<file path="config.mk">
export PLATFORM = sky130hd
export DESIGN_NAME = vlc_bit_packer
export DESIGN_NICKNAME = d
export VERILOG_FILES = /design/src/rtl/vlc_pkg.sv /design/src/rtl/vlc_field_split.sv /design/src/rtl/vlc_bit_packer.sv
export SDC_FILE = /design/constraint.sdc
export NUM_CORES = 1
export LEC_CHECK = 0
export CAP_MARGIN = 15
export CORE_MARGIN = 4
export CORE_UTILIZATION = 45
export DETAILED_ROUTE_END_ITERATION = 16
export PLACE_DENSITY = 0.67
export RECOVER_POWER = 100
export SYNTH_ARGS = -nofsm -noshare
export SYNTH_HDL_FRONTEND = slang
export SYNTH_SLANG_ARGS = --single-unit
</file>
<file path="constraint.sdc">
create_clock -name clk -period 11.91 [get_ports clk]
set_clock_uncertainty 0.2 [all_clocks]
set_input_delay 1.7865 -clock clk [delete_from_list [all_inputs] [get_ports clk]]
set_output_delay 1.7865 -clock clk [all_outputs]
set_load 0.01 [all_outputs]
</file>
<file path="src/rtl/vlc_pkg.sv">
// vlc_pkg: shared default widths, field offsets and state encoding for the VLC bit packer
package vlc_pkg;
   localparam int DEF_CODE_W = 16;
   localparam int DEF_LEN_W = 5;
   localparam int DEF_OUT_W = 32;
   localparam int LEN_LSB = DEF_CODE_W;
   localparam int LEN_MSB = DEF_CODE_W + DEF_LEN_W - 1;
   localparam int ACC_W = DEF_OUT_W + DEF_CODE_W;
   typedef enum logic [1:0] {RUN, FLUSH, LAST} state_t;
endpackage

</file>
<file path="src/rtl/vlc_field_split.sv">
// vlc_field_split: extracts the length and code fields, clamps the length and masks unused code bits
module vlc_field_split
   import vlc_pkg::*;
#(
   parameter int CODE_W = DEF_CODE_W,
   parameter int LEN_W = DEF_LEN_W
) (
   input logic [CODE_W+LEN_W:0] word,
   output logic [LEN_W-1:0] len_raw,
   output logic [LEN_W-1:0] len_eff,
   output logic [CODE_W-1:0] code,
   output logic len_over
);
   logic unused_rsvd;
   assign unused_rsvd = word[CODE_W+LEN_W];
   assign len_raw = word[CODE_W+LEN_W-1:CODE_W];
   assign len_over = 32'(len_raw) > CODE_W;
   assign len_eff = len_over ? LEN_W'(CODE_W) : len_raw;
   assign code = word[CODE_W-1:0] & ~({CODE_W{1'b1}} << len_eff);
endmodule

</file>
<file path="src/rtl/vlc_bit_packer.sv">
// vlc_bit_packer: packs length-tagged VLC codes MSB-first into fixed-width words with flush support
module vlc_bit_packer
   import vlc_pkg::*;
#(
   parameter int CODE_W = DEF_CODE_W,
   parameter int LEN_W = DEF_LEN_W,
   parameter int OUT_W = DEF_OUT_W,
   parameter int CNT_W = 32
) (
   input logic clk,
   input logic rstN,
   input logic [CODE_W+LEN_W:0] vlc_code,
   input logic vlc_valid,
   output logic vlc_ready,
   input logic flush_req,
   output logic [OUT_W-1:0] out_data,
   output logic out_valid,
   input logic out_ready,
   output logic out_last,
   output logic [$clog2(OUT_W):0] out_nbits,
   output logic [LEN_W-1:0] code_length,
   output logic len_err,
   output logic flush_done,
   output logic [CNT_W-1:0] total_bits
);
   localparam int ACC_BITS = OUT_W + CODE_W;
   localparam int BC_W = $clog2(ACC_BITS + 1);
   localparam int NB_W = $clog2(OUT_W) + 1;
   localparam logic [BC_W-1:0] OUT_CNT = BC_W'(OUT_W);
   state_t state;
   logic [ACC_BITS-1:0] acc, acc_pop, acc_nxt;
   logic [BC_W-1:0] bit_cnt, cnt_pop, cnt_nxt;
   logic [LEN_W-1:0] len_raw, len_eff;
   logic [CODE_W-1:0] code;
   logic len_over, fire, out_free, pop, drained, part;
   vlc_field_split #(.CODE_W(CODE_W), .LEN_W(LEN_W)) u_split (
      .word(vlc_code),
      .len_raw(len_raw),
      .len_eff(len_eff),
      .code(code),
      .len_over(len_over)
   );
   assign fire = vlc_valid && vlc_ready;
   assign out_free = !out_valid || out_ready;
   assign pop = (bit_cnt >= OUT_CNT) && out_free;
   assign drained = (state == FLUSH) && (bit_cnt < OUT_CNT) && out_free;
   assign part = drained && (bit_cnt != '0);
   // Pop a full word first, then append the new code directly below the bits that remain
   always_comb begin
      cnt_pop = pop ? bit_cnt - OUT_CNT : bit_cnt;
      acc_pop = pop ? acc << OUT_W : acc;
      acc_nxt = part ? '0 : fire ? acc_pop | ((ACC_BITS'(code) << (ACC_BITS - int'(len_eff))) >> cnt_pop) : acc_pop;
      cnt_nxt = part ? '0 : fire ? cnt_pop + BC_W'(len_eff) : cnt_pop;
   end
   // Flush state machine, registered handshakes, output word register and statistics
   always_ff @(posedge clk) begin
      if (!rstN) begin
         state <= RUN;
         acc <= '0;
         bit_cnt <= '0;
         vlc_ready <= 1'b0;
         out_data <= '0;
         out_valid <= 1'b0;
         out_last <= 1'b0;
         out_nbits <= '0;
         code_length <= '0;
         len_err <= 1'b0;
         flush_done <= 1'b0;
         total_bits <= '0;
      end else begin
         acc <= acc_nxt;
         bit_cnt <= cnt_nxt;
         if (fire) begin
            code_length <= len_raw;
            total_bits <= total_bits + CNT_W'(len_eff);
            len_err <= len_err | len_over;
         end
         if (pop || part) begin
            out_data <= acc[ACC_BITS-1 -: OUT_W];
            out_nbits <= pop ? NB_W'(OUT_W) : NB_W'(bit_cnt);
            out_last <= part;
            out_valid <= 1'b1;
         end else if (out_ready) begin
            out_valid <= 1'b0;
         end
         case (state)
            RUN: begin
               state <= flush_req ? FLUSH : RUN;
               vlc_ready <= !flush_req && (cnt_nxt <= OUT_CNT);
               flush_done <= 1'b0;
            end
            FLUSH: begin
               state <= part ? LAST : drained ? RUN : FLUSH;
               vlc_ready <= drained && !part;
               flush_done <= drained && !part;
            end
            default: begin
               state <= out_free ? RUN : LAST;
               vlc_ready <= out_free;
               flush_done <= out_free;
            end
         endcase
      end
   end
endmodule

</file>
Word-level counts from Yosys, hierarchy flattened. Index checks and enable logic that the tools add are counted.

Add/subtract/negate cells: 4. $mul: 0. Divide/modulo/power cells: 0. $lt $le $gt $ge: 4. Equality and inequality tests: 1. Shift-type cells: 3. Multiplexer cells: 16. Bitwise operators: 5. Reduce and logical (&&, ||, !) cells: 16.

Operators with widths (number): 2-to-1 mux 48 bit (2); OR 48 bit (1); left shift 16 x 32 -> 48 bit (1); >> shifter 48 x 6 -> 48 bit (1); adder 32 x 5 -> 32 bit (1); 2-to-1 mux 6 bit (4); bitwise AND 16 bit (1); inverter 16 bit (1); left shift 16 x 5 -> 16 bit, first input constant (1); logical AND 1 bit (7); subtractor 6 x 5 -> 7 bit, first input constant (1); adder 6 x 5 -> 6 bit (1); greater-or-equal comparator 6 bit, second input constant (1); less-or-equal comparator 6 bit, second input constant (1); < comparator 6 bit, second input constant (1); nonzero test 6 bit (1); subtractor 6 bit, second input constant (1); greater-than comparator 5 bit, second input constant (1); 2-to-1 mux 5 bit (1); 2-to-1 mux 1 bit (4); 2-to-1 mux 2 bit (2); one-hot mux 1 bit (2 select lines) (2); one-hot mux 2 bit (2 select lines) (1); logical NOT 1 bit (3); other kinds (7) (8).

Bits in registers: 136. Latch bits: 0. RAM bits: 0. ROM bits: 0. Input port bits: 27. Logic and storage cells: 61. Memories kept: 0.

Logic depth before layout (Yosys ltp). Gate-level depths: netlist of run 1.

Depth in word-level cells: 10. Mapped depth: 17. Gate-level depth less buffers: 14.

Modules after synthesis. Synthesis of run 1 repeated with hierarchy kept, for this count alone.

Cell total of the unflattened synthesis: 1387. Area, all modules: 10846.7 um2.

By module, submodules not included: vlc_bit_packer (times used 1, cells each 1340, area an instance 10532.6 um2); vlc_field_split (times used 1, cells each 47, area an instance 314.1 um2).

Worst setup path before layout of run 1. OpenSTA, ideal clock, no wires.

Kind: input port to flip-flop. From: in vlc_code[20]. To: reg acc[26]. Setup time: 0.122 ns. Data arrival time: 5.008 ns. Data required time: 11.588 ns. Slack: 6.580 ns. Stages on the path: 16. Path buffers: 4. Cell sequence: buf_2 > buf_2 > buf_4 > nand2b_1 > ha_1 > ha_1 > clkbuf_1 > nor2_1 > and3_1 > a221oi_1 > o211ai_1 > a22o_1 > a32oi_1 > mux2i_1 > mux2_2 > a221o_1.

Longest elaborated chain between the ends: 9. Elaborated cells between the ends (all ways): 10. Those cells by class: add/sub: 1; order compare: 1; shift: 3; mux: 2; bitwise: 3.

Ends and longest elaborated chain: start: declaration (line vlc_bit_packer.sv:12) `input logic [CODE_W+LEN_W:0] vlc_code,`; greater-than comparator 5 bit (line vlc_field_split.sv:17) `assign len_over = 32'(len_raw) > CODE_W;`; 2-to-1 mux 5 bit (*) (line vlc_field_split.sv:18) `assign len_eff = len_over ? LEN_W'(CODE_W) : len_raw;`; left shift 16 x 5 -> 16 bit (line vlc_field_split.sv:19) `assign code = word[CODE_W-1:0] & ~({CODE_W{1'b1}} << len_eff);`; inverter 16 bit (line vlc_field_split.sv:19); bitwise AND 16 bit (line vlc_field_split.sv:19); left shift 16 x 32 -> 48 bit (*) (line vlc_bit_packer.sv:52) `acc_nxt = part ? '0 : fire ? acc_pop | ((ACC_BITS'(code) << (ACC_BITS - int'(len_eff))) >> cnt_pop) : acc_pop;`; >> shifter 48 x 6 -> 48 bit (*) (line vlc_bit_packer.sv:52); OR 48 bit (*) (line vlc_bit_packer.sv:52); 2-to-1 mux 48 bit (*) (line vlc_bit_packer.sv:52); end signal: assignment (line vlc_bit_packer.sv:71) `acc <= acc_nxt;`; end: declaration (line vlc_bit_packer.sv:31) `logic [ACC_BITS-1:0] acc, acc_pop, acc_nxt;`.

Mark *: on every way between the ends. The rest lies on a longest branch, timed or not. A chain may end at the register's enable or synchronous reset.

Worst setup path after layout of run 1.
From: in vlc_code[16]. To: reg acc[26].

Same word-level chain as after synthesis.

==> results of run 1 <==
layer usage:
metal | vias to the layer above | track usage (%) | routed length, µm
li1 | 3797 | - | -
met1 | 3613 | 32.89 | 10670
met2 | 313 | 35.35 | 10090
met3 | 40 | 4.872 | 1716
met4 | 0 | 7.222 | 505
met5 | - | 0 | 0
power by group:
group / internal [mW] / leakage [nW] / total (mW) / switching [mW]
Sequential: 0.474 / 1.10 / 0.491 / 0.0167
Clock: 0.340 / 0.293 / 0.543 / 0.202
Combinational: 0.109 / 2.39 / 0.338 / 0.229
placed cells by master, fill, tap and decap left out, types with 7 or more instances in the layout:
| cell type | n |
|---|---|
| a31oi_1 | 11 |
| inv_1 | 17 |
| a21oi_1 | 34 |
| a22o_1 | 10 |
| a221oi_1 | 9 |
| dfxtp_1 | 136 |
| a21o_1 | 12 |
| nor2b_1 | 15 |
| a21boi_0 | 44 |
| and2_1 | 18 |
| nor2_1 | 73 |
| nand3_1 | 20 |
| dlygate4sd3_1 | 83 |
| a22oi_1 | 16 |
| and2_0 | 24 |
| nor3_1 | 14 |
| o211ai_1 | 11 |
| xnor2_1 | 23 |
| o22ai_1 | 17 |
| mux2i_1 | 18 |
| nand2b_1 | 7 |
| ha_1 | 14 |
| a32oi_1 | 13 |
| clkbuf_16 | 17 |
| o21ai_0 | 43 |
| xor2_1 | 10 |
| o32ai_1 | 9 |
| nand2_1 | 176 |
| nand4_1 | 7 |
| clkdlybuf4s50_1 | 21 |
| and3_1 | 14 |
worst max-delay path: stages:
cell	delay, ns
dlygate4sd3_1	1.03
nor2b_1	0.81
inv_1	0.26
ha_1	0.33
ha_1	0.69
nor2_1	0.32
and3_1	0.24
a221oi_1	0.21
o211ai_1	0.16
a22o_1	0.28
a32oi_1	0.46
mux2i_1	0.20
mux2_1	0.44
a221o_1	0.33
state kept, by name, summed over array words and instances (netlist names):
register	count
acc	48
bit_cnt	6
code_length	5
flush_done	1
len_err	1
out_data	32
out_last	1
out_nbits	6
out_valid	1
state	2
total_bits	32
vlc_ready	1
cell usage after synthesis (all sizes together), types with 6 or more instances:
cell type / instances / area share (%)
buf: 19 / 1.3
dfxtp: 136 / 34
a31oi: 11 / 0.85
a32oi: 13 / 1.4
a22o: 10 / 1.1
o32ai: 10 / 1.3
xnor2: 23 / 2.5
nand2b: 7 / 0.54
mux2i: 18 / 2.2
o22ai: 18 / 1.5
nor2: 73 / 3.4
or3: 6 / 0.53
a21o: 12 / 1.1
a21boi: 44 / 4.1
a221oi: 10 / 1.2
nand4: 7 / 0.54
ha: 14 / 2.2
a21oi: 35 / 2.2
a211oi: 7 / 0.77
nor3: 16 / 1.2
nand2: 176 / 8.2
a22oi: 16 / 1.5
nand3: 20 / 1.2
xor2: 10 / 1.1
nor2b: 15 / 1.2
and2: 42 / 3.3
o211ai: 11 / 1.0
and3: 15 / 1.2
clkbuf: 50 / 2.3
inv: 17 / 0.79
o21ai: 48 / 3.0
a221o: 6 / 0.74
cell type report:
class	instances	area [µm²]	area share [%]
timing repair buffer	115	1106	11.31
clock inverter	11	146.4	1.497
multi-input combinational	779	4984	50.98
inverter	20	75.07	0.7680
sequential	136	2723	27.85
clock buffer	21	460.4	4.710
tap	225	281.5	2.880
through the flow:
step | worst slack, ns | instances | hold slack [ns]
2_1_floorplan | 6.580 | 1004 | 0.2229
3_3_place_gp | 4.273 | 1275 | 0.2424
3_5_place_dp | 4.295 | 1275 | 0.2492
4_1_cts | 4.733 | 1307 | 0.2541
5_1_grt | 4.125 | 1307 | 0.2817
6_report | 4.464 | 1307 | 0.2511
cells by family (layout without fill, tap and decap cells):
logic type | after synthesis | after routing | synth area share [%]
DFF | 136 | 136 | 33.71
AOI/OAI and AO/OA | 299 | 299 | 27.17
buffers and inverters | 89 | 167 | 4.600
adders and majority gates | 18 | 18 | 2.912
and+or+nand+nor | 403 | 403 | 24.27
muxes | 26 | 26 | 3.764
xor gates and xnor gates | 33 | 33 | 3.578
worst paths after layout:
path / from / to / slack (ns) / cells past startpoint
setup / recovery: vlc_code[16] / acc[26]$_SDFF_PP0_ / 4.46 / 14
setup reg to reg: out_valid$_SDFFE_PN0P_ / out_data[20]$_SDFFE_PN0P_ / 7.51 / 9
hold / removal: state[1]$_SDFF_PN0_ / state[0]$_SDFF_PN0_ / 0.25 / 1
hold reg to reg: state[1]$_SDFF_PN0_ / state[0]$_SDFF_PN0_ / 0.25 / 1
==> summary.txt, run 1 <==
Post-Syn Area: 0.008078 mm²
Clock sinks: 136
Post-CTS setup buffers: 0
Max_cap viols: 1
Setup TNS: 0 ns
Cts repair resizes: 0
Gr usage total: 23.16%
Core ar.: 0.01742 mm²
Power density over cell area: 140.3 mW/mm²
H-Tree Depth: 4
Slew Viols, Final: 35
Buffers on Ports: 105
Grt ovf: 0
I/O pin count: 107
First-pass GRT wire length: 38,520 µm
Initial core utilization: 46.38%
Syn. warnings: 0
Peak Freq: 0.1343 GHz
Syn_nets: 1,047
Largest net degree at the start of global routing: 81
DR iter-0 viols: 749
FP Rows: 48
Post-DP Area: 0.009188 mm²
Pleak: 3.783 nW
1st-pass router iterations: 8
Outcome: finished, violations left
Min cycle time layout: 7.446 ns
Post-synth EDFFs: 0
Post-DP HPWL: 16,400 µm
Layout cell share with drive strength beyond 1: 6.285%
Final Util: 56.13%
Register area share after synthesis: 33.71%
Critical Path AT: 7.55 ns
Post-synthesis register bit count: 136
Final period utilization: 62.52%
Startpoint types: input pin
Max rail drop VDD: 0.00009607 V
WL/cell: 17.58 µm
Vias in the first global route: 7,315
CTS root buf: clkbuf_16
Die ar.: 0.02016 mm²
Mapped Cells: 1,004
DR vias: 7,763
Nets: 1,112
Area growth, synth to finish: 21.02%
Max Fanout on Critical Path: 21
Slew headroom: -7.856%
Post-route cell area: 0.009776 mm²
Die extent in x: 142.0 µm
CP Capture Type: flip-flop
Clock Latency Late Sink: 0.42 ns
Final Hold Fails: 0
Hold Crit Class: flip-flop to flip-flop
Chip height: 142.0 µm
Diode count: 0
Initial antenna violation count: 0
Measured slew at the worst slew-check pin: 1.618 ns
Main synth FF type: dfxtp_1
Crit path kind: input pin to flip-flop
Hold buffer count at cts: 0
FFs w/ async S/R, synth: 0%
GPL Wtd Cong: 0.9495
RSZ-0062 raised after global routing: false
Library cells used by synthesis: 89
# DRC: 0
Clk buf depth: 2
CTS tree: done
Pwr Total: 1.372 mW
CTS buffer count: 17
CP required: 12.02 ns
Fillers: 1,661
Clk slew on worst S/H paths: 0.06 ns
Detail-routed via count per cell: 5.940
Failing checks: max-capacitance violations, max-slew violations
Synthesized area per cell: 8.046 µm²
Final setup vio count: 0
Total wire length: 22,980 µm
Post-route ant nets: 0
(Power assumes the default switching activity.)
==> run 2, diff against run 1 <==
PLACE_DENSITY = 0.7   (was 0.67)
clock period = 6.5 ns   (was 11.91 ns; I/O delays follow)
==> run 2 against run 1 <==
Effect of this change: the flow still finishes with violations (max-capacitance violations, max-slew violations); sequential cell count unchanged; design area rose by 0.55%; core utilization up 0.31 points; sequential share of layout area is 0.15 points lower; worst hold slack got worse by 0.00053 ns; global-route usage is essentially flat; via count grew 1.5%; wire length rose by 1.3%; first-iteration DRC count up 8.4%; clock power up 83%; power rose by 84%; combinational power grew 87%.
==> summary.txt, run 2 (same netlist as run 1, synthesis figures left out) <==
Post-DP HPWL: 16,620 µm (+1.4%)
Slew Viols, Final: 76 (+120%)
Vias in the first global route: 7,328 (+0.18%)
Layout Cells excl Fill: 1,318 (+0.84%)
Clk slew on worst S/H paths: 0.06 ns (about the same)
Die extent in x: 142.0 µm (unchanged)
Reg with most FFs: acc
Outcome: finished, violations left
Post-route ant nets: 0 (unchanged)
Hold EP: out_nbits[4]$_SDFFE_PN0P_
GPL Wtd Cong: 0.9620 (+1.3%)
Clock Latency Late Sink: 0.42 ns (about the same)
Power density over cell area: 256.7 mW/mm² (+83%)
# DRC: 0 (unchanged)
H-Tree Depth: 4 (unchanged)
Initial antenna violation count: 0 (unchanged)
Reg2reg end: acc[7]$_SDFF_PP0_
Met3 routed WL: 1660 µm (-3.3%)
Final period utilization: 83.67%
R2R cell count: 8 (-1)
Clk buf depth: 2 (unchanged)
R2R Path Start: bit_cnt[2]$_SDFF_PN0_
Max rail drop VDD: 0.0001646 V (+71%)
Diode count: 0 (unchanged)
Setup TNS: 0 ns (unchanged)
Most common cell after layout, fill and taps aside: nand2_1
Startpoint types: input pin
Min cycle time layout: 5.439 ns
First-pass GRT wire length: 38,520 µm (about the same)
I/O pin count: 107 (unchanged)
Crit path kind: input pin to flip-flop
Core ar.: 0.01742 mm² (unchanged)
Total wire length: 23,280 µm (+1.3%)
Grt ovf: 0 (unchanged)
Hold Crit Depth: 2 (+1)
CP Capture Type: flip-flop
Hold buffer count at cts: 0 (unchanged)
Uppermost layer routed: met4
Largest net degree at the start of global routing: 80 (-1.2%)
Pleak: 3.828 nW (+1.2%)
DR vias: 7,882 (+1.5%)
Failing checks: max-capacitance violations, max-slew violations
Critical hold path startpoint: out_nbits[4]$_SDFFE_PN0P_
DR iter-0 viols: 812 (+8.4%)
WL/cell: 17.66 µm (+0.46%)
M1 WL: 10,260 µm (-3.8%)
Post-CTS setup buffers: 0 (unchanged)
Die ar.: 0.02016 mm² (unchanged)
Fillers: 1,670 (+0.54%)
Critical Path AT: 5.55 ns (-2.00 ns)
FP Rows: 48 (unchanged)
CP required: 6.61 ns (-5.41 ns)
Measured slew at the worst slew-check pin: 1.904 ns (+0.2866 ns)
Chip height: 142.0 µm (unchanged)
Slew headroom: -26.96% (-19 points)
Layout cell share with drive strength beyond 1: 7.045% (+0.76 points)
CTS tree: done
Hold Crit Class: flip-flop to flip-flop
Gr usage total: 23.17% (about the same)
Clock sinks: 136 (unchanged)
Detail-routed via count per cell: 5.980 (+0.69%)
Buffers on Ports: 105 (unchanged)
Max_cap viols: 2 (+1)
Largest registers: acc: 48 flops, out_data: 32 flops, total_bits: 32 flops
CTS buffer count: 17 (unchanged)
Initial core utilization: 46.38% (unchanged)
RSZ-0062 raised after global routing: false
Final setup vio count: 0 (unchanged)
CTS root buf: clkbuf_16
Cts repair resizes: 0 (unchanged)
DP Cell Count: 1,286 (+0.86%)
R2R Setup Slk: 1.83 ns (-5.68 ns)
Max reg flops: 48 (unchanged)
Peak Freq: 0.1839 GHz
Nets: 1,123 (+0.99%)
Final Hold Fails: 0 (unchanged)
Met2 routed WL: 10,840 µm (+7.4%)
Max Fanout on Critical Path: 21 (unchanged)
Area growth, synth to finish: 21.69%
Most frequent cells in the layout: 176 x nand2_1, 136 x dfxtp_1, 82 x dlygate4sd3_1, 73 x nor2_1, 44 x a21boi_0
1st-pass router iterations: 5 (-3)
run 2: cell types whose count changed in the layout (fill, tap and decap cells not counted), sizes merged:
cell	delta
buf	+8
inv	+2
clkdlybuf4s50	+1
clkinvlp	+1
dlygate4sd3	-1
run 2: worst max-delay path by stage:
| stage | start | endpoint | cells past startpoint |
|---|---|---|---|
| after floorplan | vlc_code[20] | acc[26]$_SDFF_PP0_ | 16 |
| after global placement | vlc_code[17] | acc[19]$_SDFF_PP0_ | 13 |
| after detailed placement | vlc_code[17] | acc[19]$_SDFF_PP0_ | 13 |
| after CTS | vlc_code[16] | acc[19]$_SDFF_PP0_ | 15 |
| after global routing | vlc_code[16] | acc[0]$_SDFF_PP0_ | 15 |
| final | vlc_code[16] | acc[19]$_SDFF_PP0_ | 15 |
run 2: cell type report:
| cell class | count | area (µm²) | area share, % |
|---|---|---|---|
| inverter | 20 | 75.07 | 0.7637 |
| tap | 225 | 281.5 | 2.864 |
| multi-input combinational | 779 | 4962 | 50.48 |
| timing repair buffer | 126 | 1177 | 11.98 |
| sequential | 136 | 2723 | 27.70 |
| clock buffer | 18 | 439.2 | 4.468 |
| clock inverter | 14 | 171.4 | 1.744 |
run 2: where the power goes:
group	leakage, nW	switching, mW	internal (mW)	total, mW
sequential	1.10	0.0300	0.868	0.898
clock	0.293	0.377	0.616	0.993
combinational	2.44	0.426	0.206	0.632
total	3.83	0.834	1.69	2.52
run 2: routing by layer:
layer | GRT usage (%) | up-vias
met5 | 0 | -
met4 | 6.414 | 0
met3 | 4.099 | 44
met2 | 37.19 | 336
met1 | 32.17 | 3699
li1 | - | 3803
run 2: worst max-delay path, cell delays in order:
cell and delay [ns]:
clkdlybuf4s50_1 0.45, clkbuf_1 0.66, nor2b_1 0.26, inv_1 0.12, ha_1 0.27, ha_1 0.22, nor2b_1 0.16, o21bai_1 0.45
nand2_1 0.18, a211oi_2 0.41, o2bb2ai_1 0.25, mux2i_1 0.23, o211ai_1 0.49, o22ai_1 0.22, o22ai_1 0.20
run 2: stage by stage:
step	setup slack, ns	hold slack [ns]	instance area (µm²)	utilization (%)	power [mW]
final	1.061	0.2506	9829	56.44	2.523
after global routing	0.6168	0.2655	9829	56.44	2.640
after CTS	1.580	0.2571	9881	56.73	2.545
after detailed placement	1.173	0.2397	9270	53.23	1.552
after global placement	1.110	0.2458	9270	53.23	1.546
after floorplan	1.981	0.2229	8078	-	1.342
==> run 3, diff against run 2 <==
PLACE_DENSITY = 0.67   (was 0.7)
clock period = 5.5 ns   (was 6.5 ns; I/O delays follow)
==> run 3 against run 2 <==
Effect of this change: critical endpoint unchanged; worst hold slack improved by 0.0046 ns; via count is 1.2% lower; die area stayed put; the flow still finishes with violations (max-capacitance violations, max-slew violations).
==> summary.txt, run 3 (same netlist as run 1, synthesis figures left out) <==
RSZ-0062 raised after global routing: false
Initial antenna violation count: 0 (unchanged)
Most frequent cells in the layout: 176 x nand2_1, 136 x dfxtp_1, 83 x dlygate4sd3_1, 73 x nor2_1, 44 x a21boi_0
GPL Wtd Cong: 0.9581 (-0.41%)
Clk slew on worst S/H paths: 0.06 ns (about the same)
Reg with most FFs: acc
# DRC: 0 (unchanged)
CP max-delay cell: dlygate4sd3_1
DR vias: 7,791 (-1.2%)
Final Hold Fails: 0 (unchanged)
Slowest stage delay, CP: 0.68 ns (+0.02 ns)
Clock sinks: 136 (unchanged)
Pre-CTS setup slack: 0.3227 ns (-0.8500 ns)
Die extent in x: 142.0 µm (unchanged)
First-pass GRT wire length: 38,520 µm (about the same)
Largest registers: acc: 48 flops, out_data: 32 flops, total_bits: 32 flops
Max Fanout on Critical Path: 26 (+24%)
Diode count: 0 (unchanged)
Grt ovf: 0 (unchanged)
Setup TNS: 0 ns (unchanged)
Clk buf depth: 2 (unchanged)
Final setup vio count: 0 (unchanged)
Post-CTS setup buffers: 0 (unchanged)
Pwr Total: 2.965 mW (+18%)
Power density over cell area: 300.9 mW/mm² (+17%)
FP Rows: 48 (unchanged)
Die ar.: 0.02016 mm² (unchanged)
DR iter-0 viols: 827 (+1.8%)
Core ar.: 0.01742 mm² (unchanged)
Vias in the first global route: 7,232 (-1.3%)
Detail-routed via count per cell: 5.911 (-1.2%)
Cts repair resizes: 0 (unchanged)
Startpoint types: input pin
CTS buffer count: 17 (unchanged)
CP required: 5.62 ns (-0.99 ns)
Chip height: 142.0 µm (unchanged)
CP Capture Type: flip-flop
Buffers on Ports: 105 (unchanged)
H-Tree Depth: 4 (unchanged)
CTS tree: done
Critical Path AT: 5.11 ns (-0.44 ns)
Max rail drop VDD: 0.0002410 V (+46%)
Clock Latency Late Sink: 0.42 ns (about the same)
Most common cell after layout, fill and taps aside: nand2_1
Post-route ant nets: 0 (unchanged)
Hold buffer count at cts: 0 (unchanged)
Area growth, synth to finish: 22.00%
CTS root buf: clkbuf_16
Final period utilization: 90.82%
Final Util: 56.58% (+0.14 points)
Largest net degree at the start of global routing: 80 (unchanged)
Crit-path leading delay family: compound AO/OA/AOI/OAI gates
Max reg flops: 48 (unchanged)
Crit path kind: input pin to flip-flop
Layout cell share with drive strength beyond 1: 7.319% (+0.27 points)
Outcome: finished, violations left
Nets: 1,124 (+0.089%)
I/O pin count: 107 (unchanged)
Initial core utilization: 46.38% (unchanged)
WL/cell: 17.75 µm (+0.48%)
Crit path buf inv count: 3 (unchanged)
1st-pass router iterations: 5 (unchanged)
Gr usage total: 23.34% (+0.18 points)
Measured slew at the worst slew-check pin: 1.921 ns (+0.01706 ns)
Peak Freq: 0.2002 GHz
Failing checks: max-capacitance violations, max-slew violations
Final worst setup slack: 0.5050 ns (-0.5564 ns)
Max_cap viols: 2 (unchanged)
Min cycle time layout: 4.995 ns
Total wire length: 23,390 µm (+0.48%)
Critical Path, Cell by Cell: dlygate4sd3_1 > buf_4 > nor2b_1 > inv_1 > ha_1 > nor2b_1 > o21bai_1 > nand2_1 > a211oi_1 > o2bb2ai_1 > mux2i_1 > o211ai_1 > o22ai_1 > o22ai_1
Slew headroom: -28.10% (-1.1 points)
Hold Crit Class: flip-flop to flip-flop
Pleak: 3.838 nW (+0.28%)
Slew Viols, Final: 76 (unchanged)
Post-DP HPWL: 16,840 µm (+1.3%)
## run 3: changes by cell type in the layout (fill, tap and decap cells not counted), moves of 2 or more
cell | before | now
clkbuf_1 | 7 | 4
and2_0 | 21 | 28
o21ai_0 | 41 | 43
o21ai_1 | 7 | 5
clkinv_4 | 2 | 0
buf_4 | 14 | 18
and2_1 | 21 | 14
## run 3: power breakdown
part	internal (mW)	switching [mW]	total [mW]
Combinational	0.246	0.500	0.746
Sequential	1.03	0.0351	1.06
Clock	0.721	0.436	1.16
## run 3: area by class of cell
cell class / instances / area, µm²
timing repair buffer: 127 / 1200
clock buffer: 19 / 442.9
fill: 1635 / 7562
multi-input combinational: 779 / 4982
tap: 225 / 281.5
clock inverter: 12 / 150.1
sequential: 136 / 2723
inverter: 20 / 75.07
## run 3: metrics by stage
stage	instances	cell area [µm²]	hold slack, ns
detailed placement	1287	9278	0.2494
floorplan	1004	8078	0.2229
finish	1318	9854	0.2551
global placement	1287	9278	0.2431
CTS	1318	9871	0.2591
global route	1318	9854	0.2787
## run 3: worst reg2reg max path: stages (launching register included)
cell	delay (ns)
dfxtp_1	0.94
nor2_1	0.46
nand2_1	0.21
nand2_1	0.28
nand2_1	0.19
clkbuf_1	1.39
nor2_1	0.44
a32oi_1	0.34
o221ai_1	0.13
## run 3: path summary, 6_finish.rpt
path              cells after the start                  endpoint                      from  slack, ns
setup / recovery                     14        acc[19]$_SDFF_PP0_              vlc_code[20]       0.50
hold / removal                        2  out_data[0]$_SDFFE_PN0P_  out_data[0]$_SDFFE_PN0P_       0.26
setup reg to reg                      8         acc[7]$_SDFF_PP0_     bit_cnt[2]$_SDFF_PN0_       0.79
hold reg to reg                       2  out_data[0]$_SDFFE_PN0P_  out_data[0]$_SDFFE_PN0P_       0.26
## run 3: layer usage
metal	routed length, µm	vias up	part of all wire [%]	GRT usage [%]
met3	1735	30	7.4	4.402
met1	10930	3608	47	33.30
li1	-	3808	-	-
met5	0	-	0	0
met2	10400	345	44	36.52
met4	325	0	1.4	5.859
